**src/rtl/mem_arb_pkg.sv**
```systemverilog
// Shared types for the unified-memory arbiter.
// Optional counters: MEM_ARB_PERF_CNT_EN.
package mem_arb_pkg;

  typedef enum logic [1:0] {
    S_IDLE,
    S_ACCESS,
    S_RESP
  } state_e;

  typedef enum logic {
    OWN_IF,
    OWN_D
  } owner_e;

  localparam logic [3:0] BE_ZERO = 4'b0000;

endpackage

```
**src/rtl/mem_arbiter_if.sv**
```systemverilog
// Requester and memory signals shared by the arbiter and its users.
// Optional counters: MEM_ARB_PERF_CNT_EN.
interface mem_arbiter_if #(
  parameter int ADDR_W = 14
);
  logic              if_req_i;
  logic [31:0]       if_addr_i;
  logic [31:0]       if_rdata_o;
  logic              if_valid_o;
  logic              d_req_i;
  logic              d_we_i;
  logic [31:0]       d_addr_i;
  logic [31:0]       d_wdata_i;
  logic [3:0]        d_be_i;
  logic [31:0]       d_rdata_o;
  logic              d_valid_o;
  logic              mem_req_o;
  logic              mem_we_o;
  logic [ADDR_W-1:0] mem_addr_o;
  logic [31:0]       mem_wdata_o;
  logic [3:0]        mem_be_o;
  logic [31:0]       mem_rdata_i;

  modport master (
    output if_req_i, if_addr_i,
    output d_req_i, d_we_i, d_addr_i,
    output d_wdata_i, d_be_i,
    output mem_rdata_i,
    input  if_rdata_o, if_valid_o,
    input  d_rdata_o, d_valid_o,
    input  mem_req_o, mem_we_o,
    input  mem_addr_o, mem_wdata_o,
    input  mem_be_o
  );

  modport slave (
    input  if_req_i, if_addr_i,
    input  d_req_i, d_we_i, d_addr_i,
    input  d_wdata_i, d_be_i,
    input  mem_rdata_i,
    output if_rdata_o, if_valid_o,
    output d_rdata_o, d_valid_o,
    output mem_req_o, mem_we_o,
    output mem_addr_o, mem_wdata_o,
    output mem_be_o
  );
endinterface

```
**src/rtl/mem_arb_perf.sv**
```systemverilog
// Grant and conflict counters for the memory arbiter.
// Built only with MEM_ARB_PERF_CNT_EN.
module mem_arb_perf (
  input  logic        clk,
  input  logic        reset,
  input  logic        if_grant_i,
  input  logic        d_grant_i,
  input  logic        conflict_i,
  output logic [31:0] if_cnt_o,
  output logic [31:0] d_cnt_o,
  output logic [31:0] conflict_cnt_o
);

  logic [31:0] if_cnt_q, d_cnt_q, cf_cnt_q;

  always_ff @(posedge clk) begin
    if (reset) begin
      if_cnt_q <= '0;
      d_cnt_q  <= '0;
      cf_cnt_q <= '0;
    end else begin
      if (if_grant_i) if_cnt_q <= if_cnt_q + 32'd1;
      if (d_grant_i)  d_cnt_q  <= d_cnt_q + 32'd1;
      if (conflict_i) cf_cnt_q <= cf_cnt_q + 32'd1;
    end
  end

  assign if_cnt_o       = if_cnt_q;
  assign d_cnt_o        = d_cnt_q;
  assign conflict_cnt_o = cf_cnt_q;

endmodule

```
**src/rtl/mem_arbiter.sv**
```systemverilog
// Fetch / load-store arbiter in front of one synchronous memory.
// Optional counters: MEM_ARB_PERF_CNT_EN.
module mem_arbiter
  import mem_arb_pkg::*;
#(
  parameter int ADDR_W         = 14,
  parameter int DATA_BURST_MAX = 4
) (
  input  logic        clk,
  input  logic        reset,
  mem_arbiter_if.slave bus,
  output logic [31:0] perf_if_cnt_o,
  output logic [31:0] perf_d_cnt_o,
  output logic [31:0] perf_conflict_cnt_o
);

  localparam int BW = $clog2(DATA_BURST_MAX + 1);
  localparam logic [BW-1:0] BMAX = BW'(DATA_BURST_MAX);

  state_e            state_q;
  owner_e            owner_q;
  logic [BW-1:0]     burst_q, burst_d;
  logic              req_q, we_q;
  logic [ADDR_W-1:0] addr_q;
  logic [31:0]       wdata_q;
  logic [3:0]        be_q;
  logic              idle, d_win, if_win;
  logic              resp_if, resp_d;
  logic              unused_addr;

  assign idle = (state_q == S_IDLE);

  // Data also wins at the burst limit if fetch has gone away.
  assign d_win = idle && bus.d_req_i &&
                 ((burst_q < BMAX) || !bus.if_req_i);
  assign if_win = idle && !d_win && bus.if_req_i;

  always_comb begin
    burst_d = burst_q;
    if (if_win) begin
      burst_d = '0;
    end else if (d_win) begin
      if (!bus.if_req_i)       burst_d = '0;
      else if (burst_q < BMAX) burst_d = burst_q + 1'b1;
    end
  end

  always_ff @(posedge clk) begin
    if (reset) begin
      state_q <= S_IDLE;
      owner_q <= OWN_IF;
      burst_q <= '0;
      req_q   <= 1'b0;
      we_q    <= 1'b0;
      addr_q  <= '0;
      wdata_q <= '0;
      be_q    <= BE_ZERO;
    end else begin
      req_q   <= 1'b0;
      burst_q <= burst_d;
      unique case (state_q)
        S_IDLE: begin
          if (d_win) begin
            owner_q <= OWN_D;
            req_q   <= 1'b1;
            we_q    <= bus.d_we_i;
            addr_q  <= bus.d_addr_i[ADDR_W+1:2];
            wdata_q <= bus.d_wdata_i;
            be_q    <= bus.d_be_i;
            state_q <= S_ACCESS;
          end else if (if_win) begin
            owner_q <= OWN_IF;
            req_q   <= 1'b1;
            we_q    <= 1'b0;
            addr_q  <= bus.if_addr_i[ADDR_W+1:2];
            wdata_q <= '0;
            be_q    <= BE_ZERO;
            state_q <= S_ACCESS;
          end
        end
        S_ACCESS: state_q <= S_RESP;
        S_RESP:   state_q <= S_IDLE;
        default:  state_q <= S_IDLE;
      endcase
    end
  end

  assign resp_if = (state_q == S_RESP) && (owner_q == OWN_IF);
  assign resp_d  = (state_q == S_RESP) && (owner_q == OWN_D);

  assign bus.mem_req_o   = req_q;
  assign bus.mem_we_o    = we_q;
  assign bus.mem_addr_o  = addr_q;
  assign bus.mem_wdata_o = wdata_q;
  assign bus.mem_be_o    = be_q;

  assign bus.if_valid_o = resp_if;
  assign bus.d_valid_o  = resp_d;
  assign bus.if_rdata_o = resp_if ? bus.mem_rdata_i : '0;
  assign bus.d_rdata_o  = resp_d ? bus.mem_rdata_i : '0;

  assign unused_addr = ^{bus.if_addr_i[1:0],
                         bus.if_addr_i[31:ADDR_W+2],
                         bus.d_addr_i[1:0],
                         bus.d_addr_i[31:ADDR_W+2]};

`ifdef MEM_ARB_PERF_CNT_EN
  logic conflict;
  assign conflict = idle && bus.if_req_i && bus.d_req_i;

  mem_arb_perf u_perf (
    .clk           (clk),
    .reset         (reset),
    .if_grant_i    (if_win),
    .d_grant_i     (d_win),
    .conflict_i    (conflict),
    .if_cnt_o      (perf_if_cnt_o),
    .d_cnt_o       (perf_d_cnt_o),
    .conflict_cnt_o(perf_conflict_cnt_o)
  );
`else
  assign perf_if_cnt_o       = '0;
  assign perf_d_cnt_o        = '0;
  assign perf_conflict_cnt_o = '0;
`endif

endmodule

```
**src/flat_wrapper.sv**
```systemverilog
// flat-port wrapper written by rule: the top's interface ports become plain ports
module mem_arbiter_flat import mem_arb_pkg::*;
#(
  parameter int ADDR_W         = 14,
  parameter int DATA_BURST_MAX = 4
)
  (clk, reset, perf_if_cnt_o, perf_d_cnt_o, perf_conflict_cnt_o, bus_if_req_i, bus_if_addr_i, bus_d_req_i, bus_d_we_i, bus_d_addr_i, bus_d_wdata_i, bus_d_be_i, bus_mem_rdata_i, bus_if_rdata_o, bus_if_valid_o, bus_d_rdata_o, bus_d_valid_o, bus_mem_req_o, bus_mem_we_o, bus_mem_addr_o, bus_mem_wdata_o, bus_mem_be_o);
  mem_arbiter_if #(.ADDR_W(ADDR_W)) bus_i ();
  input  logic clk;
  input  logic reset;
  output logic [31:0] perf_if_cnt_o;
  output logic [31:0] perf_d_cnt_o;
  output logic [31:0] perf_conflict_cnt_o;
  input wire logic [$bits(bus_i.if_req_i)-1:0] bus_if_req_i;
  input wire logic [$bits(bus_i.if_addr_i)-1:0] bus_if_addr_i;
  input wire logic [$bits(bus_i.d_req_i)-1:0] bus_d_req_i;
  input wire logic [$bits(bus_i.d_we_i)-1:0] bus_d_we_i;
  input wire logic [$bits(bus_i.d_addr_i)-1:0] bus_d_addr_i;
  input wire logic [$bits(bus_i.d_wdata_i)-1:0] bus_d_wdata_i;
  input wire logic [$bits(bus_i.d_be_i)-1:0] bus_d_be_i;
  input wire logic [$bits(bus_i.mem_rdata_i)-1:0] bus_mem_rdata_i;
  output wire logic [$bits(bus_i.if_rdata_o)-1:0] bus_if_rdata_o;
  output wire logic [$bits(bus_i.if_valid_o)-1:0] bus_if_valid_o;
  output wire logic [$bits(bus_i.d_rdata_o)-1:0] bus_d_rdata_o;
  output wire logic [$bits(bus_i.d_valid_o)-1:0] bus_d_valid_o;
  output wire logic [$bits(bus_i.mem_req_o)-1:0] bus_mem_req_o;
  output wire logic [$bits(bus_i.mem_we_o)-1:0] bus_mem_we_o;
  output wire logic [$bits(bus_i.mem_addr_o)-1:0] bus_mem_addr_o;
  output wire logic [$bits(bus_i.mem_wdata_o)-1:0] bus_mem_wdata_o;
  output wire logic [$bits(bus_i.mem_be_o)-1:0] bus_mem_be_o;
  assign bus_i.if_req_i = bus_if_req_i;
  assign bus_i.if_addr_i = bus_if_addr_i;
  assign bus_i.d_req_i = bus_d_req_i;
  assign bus_i.d_we_i = bus_d_we_i;
  assign bus_i.d_addr_i = bus_d_addr_i;
  assign bus_i.d_wdata_i = bus_d_wdata_i;
  assign bus_i.d_be_i = bus_d_be_i;
  assign bus_i.mem_rdata_i = bus_mem_rdata_i;
  assign bus_if_rdata_o = bus_i.if_rdata_o;
  assign bus_if_valid_o = bus_i.if_valid_o;
  assign bus_d_rdata_o = bus_i.d_rdata_o;
  assign bus_d_valid_o = bus_i.d_valid_o;
  assign bus_mem_req_o = bus_i.mem_req_o;
  assign bus_mem_we_o = bus_i.mem_we_o;
  assign bus_mem_addr_o = bus_i.mem_addr_o;
  assign bus_mem_wdata_o = bus_i.mem_wdata_o;
  assign bus_mem_be_o = bus_i.mem_be_o;
  mem_arbiter #(.ADDR_W(ADDR_W), .DATA_BURST_MAX(DATA_BURST_MAX)) u_core (.clk(clk), .reset(reset), .bus(bus_i), .perf_if_cnt_o(perf_if_cnt_o), .perf_d_cnt_o(perf_d_cnt_o), .perf_conflict_cnt_o(perf_conflict_cnt_o));
endmodule
```
**config.mk**
```make
export PLATFORM = sky130hd
export DESIGN_NAME = mem_arbiter_flat
export DESIGN_NICKNAME = d
export VERILOG_FILES = /design/src/rtl/mem_arb_pkg.sv /design/src/rtl/mem_arbiter_if.sv /design/src/rtl/mem_arb_perf.sv /design/src/rtl/mem_arbiter.sv /design/src/flat_wrapper.sv
export SDC_FILE = /design/constraint.sdc
export NUM_CORES = 1
export LEC_CHECK = 0
export CAP_MARGIN = 40
export CORE_AREA = 2 2 135 137
export CTS_CLUSTER_SIZE = 8
export DETAILED_ROUTE_END_ITERATION = 16
export DIE_AREA = 0 0 137 139
export MAX_ROUTING_LAYER = met4
export SLEW_MARGIN = 20
export SYNTH_ARGS = -nofsm -noshare
export SYNTH_HDL_FRONTEND = slang
export SYNTH_SLANG_ARGS = --single-unit
```
**constraint.sdc**
```tcl
create_clock -name clk -period 1.9 [get_ports clk]
set_clock_uncertainty 0.2 [all_clocks]
set_input_delay 0.475 -clock clk [delete_from_list [all_inputs] [get_ports clk]]
set_output_delay 0.475 -clock clk [all_outputs]
set_load 0.05 [all_outputs]
```
After elaboration in Yosys (flattened, before gate mapping)
Index checks and enable logic that the tools add are counted.

Bits in registers: 58. Bits of input ports: 137. Output and inout bits: 214.

Equality and inequality tests: 4. Order comparisons: 1. Bitwise operators: 2. $add $sub $neg: 1. Reduce and logical (&&, ||, !) cells: 15. Mux-type cells: 18.

Operators with widths (count): $mux W32 (4); $mux W14 (2); $mux W4 (2); $logic_and A1 B1 Y1 (6); $mux W3 (2); $mux W1 (5); $mux W2 (2); $pmux W2 S2 (1); $reduce_and A2 Y1 (2); $reduce_or A2 Y1 (2); $add A3 B1 Y3 const B (1); $lt A3 B3 Y1 const B (1); $ne A3 B3 Y1 const B (1); $eq A2 B1 Y1 const B (1); $eq A2 B2 Y1 const B (1); $logic_not A1 Y1 (2); $logic_not A2 Y1 (1); $ne A2 B1 Y1 const B (1); $not A1 Y1 (2); $reduce_bool A2 Y1 (1); $logic_or A1 B1 Y1 (1).

Depth between registers and ports, before layout
Gate-level depths: netlist (run 1).

Word-level depth: 9. Depth in mapped cells: 6. Gate-level depth less buffers: 3.

Least setup slack after synthesis (run 1)
OpenSTA, ideal clock, no wires.

Kind: register to output. From: reg u_core.state_q[1]. To: out bus_if_rdata_o[1]. Arrival: 1.847 ns. Required time: 1.225 ns. Cell stages (with the launch flop): 4. Buffers on the path: 1. Slack: -0.622 ns. Cells stage by stage: dfxtp_1 -> nor3b_1 -> clkbuf_1 -> and2_1.

Longest elaborated chain between the ends: 3.

RTL lines: from (decl) (RTL line mem_arbiter.sv:20) `state_e state_q;`; from (signal assigned) (RTL line mem_arbiter.sv:50) `state_q <= S_IDLE;`; from (signal assigned) (RTL line mem_arbiter.sv:70) `state_q <= S_ACCESS;`; from (signal assigned) (RTL line mem_arbiter.sv:78) `state_q <= S_ACCESS;`; $eq A2 B2 Y1 (RTL line mem_arbiter.sv:88) `assign resp_if = (state_q == S_RESP) && (owner_q == OWN_IF);`; $logic_and A1 B1 Y1 (RTL line mem_arbiter.sv:88); named net bus_if_valid_o (RTL line flat_wrapper.sv:23) `output wire logic [$bits(bus_i.if_valid_o)-1:0] bus_if_valid_o;`; $mux W32 (RTL line mem_arbiter.sv:99) `assign bus.if_rdata_o = resp_if ? bus.mem_rdata_i : '0;`; to (decl) (RTL line flat_wrapper.sv:22) `output wire logic [$bits(bus_i.if_rdata_o)-1:0] bus_if_rdata_o;`.

The timed path passes the listed nets, and every way through them passes these cells.

Worst setup path after layout (run 1)
From: reg u_core.state_q[0]. To: out bus_if_rdata_o[8].

Longest elaborated chain between the ends: 3.

RTL lines (RTL line): $eq A2 B2 Y1 (mem_arbiter.sv:88); $logic_and A1 B1 Y1 (mem_arbiter.sv:88); $mux W32 (mem_arbiter.sv:99).

Every way passes these cells.

==> results of run 1 <==
## path summary, 6_finish.rpt
| check | start | to | cells past startpoint |
|---|---|---|---|
| max reg2reg | u_core.state_q[1] | u_core.bus.mem_wdata_o[30] | 7 |
| min reg2reg | u_core.burst_q[1] | u_core.burst_q[1] | 2 |
| min | u_core.burst_q[1] | u_core.burst_q[1] | 2 |
| max | u_core.state_q[0] | bus_if_rdata_o[8] | 5 |
## flip-flops by register name, indices dropped and copies added, names as in the netlist
register	cells
u_core.bus.mem_we_o	1
u_core.state_q	2
u_core.bus.mem_be_o	4
u_core.bus.mem_wdata_o	32
u_core.owner_q	1
u_core.burst_q	3
u_core.bus.mem_req_o	1
u_core.bus.mem_addr_o	14
## cell type report
cell class | instances | area (um2)
flip-flops and latches | 58 | 1170
fillers | 1664 | 10400
clock buffers | 9 | 225
inverters | 4 | 15.0
well taps | 229 | 287
multi-input cells | 251 | 1750
repair buffers | 241 | 3690
clock inverters | 7 | 77.6
## kinds of logic (layout without fill, tap and decap cells)
group / after synthesis / in the layout / synth area share, %
AOI/OAI and AO/OA: 63 / 63 / 17.7
adders and majority gates: 1 / 1 / 0.380
buffers and inverters: 120 / 261 / 27.3
DFF: 58 / 58 / 35.3
muxes: 14 / 14 / 4.26
other: 1 / 96 / 0.114
and+or+nand+nor: 77 / 77 / 14.9
## metrics by stage
stage          setup WS [ps]  std cells
6_report                -255        799
5_1_grt                 -342        799
4_1_cts                 -292        796
3_5_place_dp            -284        776
3_3_place_gp            -276        776
2_1_floorplan          -47.8        429
## cells in the final DEF, fill, tap and decap left out, types with 2 or more instances in the layout
master,n
nand4_1,2
nor2_1,2
o2bb2ai_1,6
mux2i_1,14
clkbuf_16,11
dfxtp_2,2
and2_2,9
and2_4,55
buf_4,12
o2bb2ai_2,7
inv_1,4
clkinv_4,2
conb_1,96
clkdlybuf4s50_1,98
a22o_1,37
dlymetal6s2s_1,2
a21oi_1,4
dfxtp_1,55
buf_12,125
inv_6,2
o21ai_0,4
## power by group
part / leakage (nW) / internal, mW / switching (mW) / total, mW
clock network: 0.146 / 1.03 / 0.616 / 1.64
registers: 0.478 / 1.31 / 0.0982 / 1.41
logic: 2.48 / 0.762 / 1.06 / 1.82
total: 3.11 / 3.09 / 1.78 / 4.87
## per-layer routing
metal / routed length [um] / part of all wire (%)
met1: 3740 / 35
met2: 5090 / 48
met3: 1660 / 16
met4: 113 / 1.1
met5: 0 / 0
## synthesized netlist by cell type
library cell,n,area (um2)
clkbuf_1,6,22.5
a22o_1,37,324
inv_1,4,15.0
buf_12,1,20.0
or3_1,1,6.26
nand4_1,2,12.5
and3b_2,1,10.0
nand2_1,1,3.75
nor2b_1,1,6.26
buf_4,96,721
mux2i_1,14,140
nor3b_1,2,15.0
nor2_1,2,7.51
o21ai_0,4,20.0
nor3_4,1,16.3
o2bb2ai_4,1,27.5
o21a_1,1,7.51
or2_1,1,6.26
buf_6,9,101
or4_1,1,7.51
and2_1,64,400
o2bb2ai_2,7,105
dfxtp_1,58,1160
ha_1,1,12.5
buf_2,4,20.0
conb_1,1,3.75
a21boi_0,1,7.51
o31ai_1,1,7.51
a21bo_2,1,10.0
o2bb2ai_1,6,52.6
a21oi_1,4,20.0
## repair_timing
action | 4_1_cts | 5_1_grt
hold buffers | 0 | 0
buffers inserted | 3 | 1
setup endpoints to repair | 66 | 75
gates cloned | 1 | 2
gates resized for setup | 41 | 14
pin swaps | 3 | 12
## worst max-delay path, stage by stage (launching register included)
cell,delay [ps]
dfxtp_4,360
nor3b_4,200
buf_12,150
buf_16,140
and2_4,160
buf_12,130
==> impl_metrics.env, run 1 <==
export IMPL_synth_warnings=0
export IMPL_dp_hpwl_um=8180
export IMPL_cts_buffers=9
export IMPL_crit_fanout=16
export IMPL_fin_ws_ps=-255
export IMPL_leakage_nw=3.11
export IMPL_io_pins=351
export IMPL_regToRegSetupSlack_ps=140
export IMPL_finalPower_mw=4.87
export IMPL_ys_seq_area_share_pct=35.3
export IMPL_gr_total_overflow=0
export IMPL_tns_ps=-14850
export IMPL_htree_num_levels=3
export IMPL_p_per_area_mw_per_mm2=675
export IMPL_yosys_register_bits=58
export IMPL_fin_hold_ws_ps=284
export IMPL_gr_usage_met2_pct=17.6
export IMPL_post_synth_cell_area_avg_um2=9.85
export IMPL_endpoint_kind="primary output"
export IMPL_diodes=0
export IMPL_period_share_pct=113
export IMPL_drtIter0Drc=55
export IMPL_cp_start_kind="flop"
export IMPL_cap_violations=0
export IMPL_grtUsageMet1_pct=10.7
export IMPL_cts_tree="done"
export IMPL_floorplan_die_area_mm2=0.0190
export IMPL_row_count=49
export IMPL_final_area_mm2=0.00721
export IMPL_cts_root_buffer="clkbuf_16"
export IMPL_rsz0062_at_grt="true"
export IMPL_finalHoldViolCount=0
export IMPL_critPathKind="flop to primary output"
export IMPL_wirelength_um=10600
export IMPL_routed_via_density=3.70
export IMPL_vias=2958
export IMPL_worstHoldPathType="flop to flop"
export IMPL_dpl_cell_area_mm2=0.00668
export IMPL_port_buffers=218
export IMPL_track_usage_pct=10.7
export IMPL_clock_path_buffers=2
export IMPL_gp_congestion=0.704
export IMPL_clkLatencyLatePin_ps=320
export IMPL_grtUsageMet3_pct=6.21
export IMPL_dieHeight_um=139
export IMPL_core_area_mm2=0.0177
export IMPL_grt_pass1_vias=2957
export IMPL_yosysUniqueCellTypes=31
export IMPL_ant_nets=0
export IMPL_busiest_layer="met2"
export IMPL_grt_pass1_wl_um=15400
export IMPL_clkTransAtPathRegs_ps=60
export IMPL_final_core_util_pct=40.8
export IMPL_netlist_instances=334
export IMPL_fin_nets=703
export IMPL_routedWlPerCell_um=13.3
export IMPL_die_width_um=137
export IMPL_cp_required_ps=1220
export IMPL_worstPathArrival_ps=1480
export IMPL_setup_viol=66
export IMPL_firstDrtPassIters=4
export IMPL_grt_max_degree=47
export IMPL_max_freq_mhz=464
export IMPL_drc=0
export IMPL_initial_core_util_pct=18.6
export IMPL_antenna_found_initial=0
export IMPL_violations="setup timing"
export IMPL_drive_gt1_share_pct=41.8
export IMPL_slew_violations=0
export IMPL_syn_to_final_growth_pct=119
export IMPL_cts_sinks=58
export IMPL_post_route_min_period_ps=2160
export IMPL_vdd_drop_max_v=0.000531
export IMPL_netlist_area_mm2=0.00329
export IMPL_status="finished, violations left"
Note: power is estimated with default switching activity, not from simulation.
==> inputs of run 2 (changes only) <==
SLEW_MARGIN = 25   (was 20)
==> results of run 2 <==
The final DEF is identical to that of run 1; final timing and power are the same.
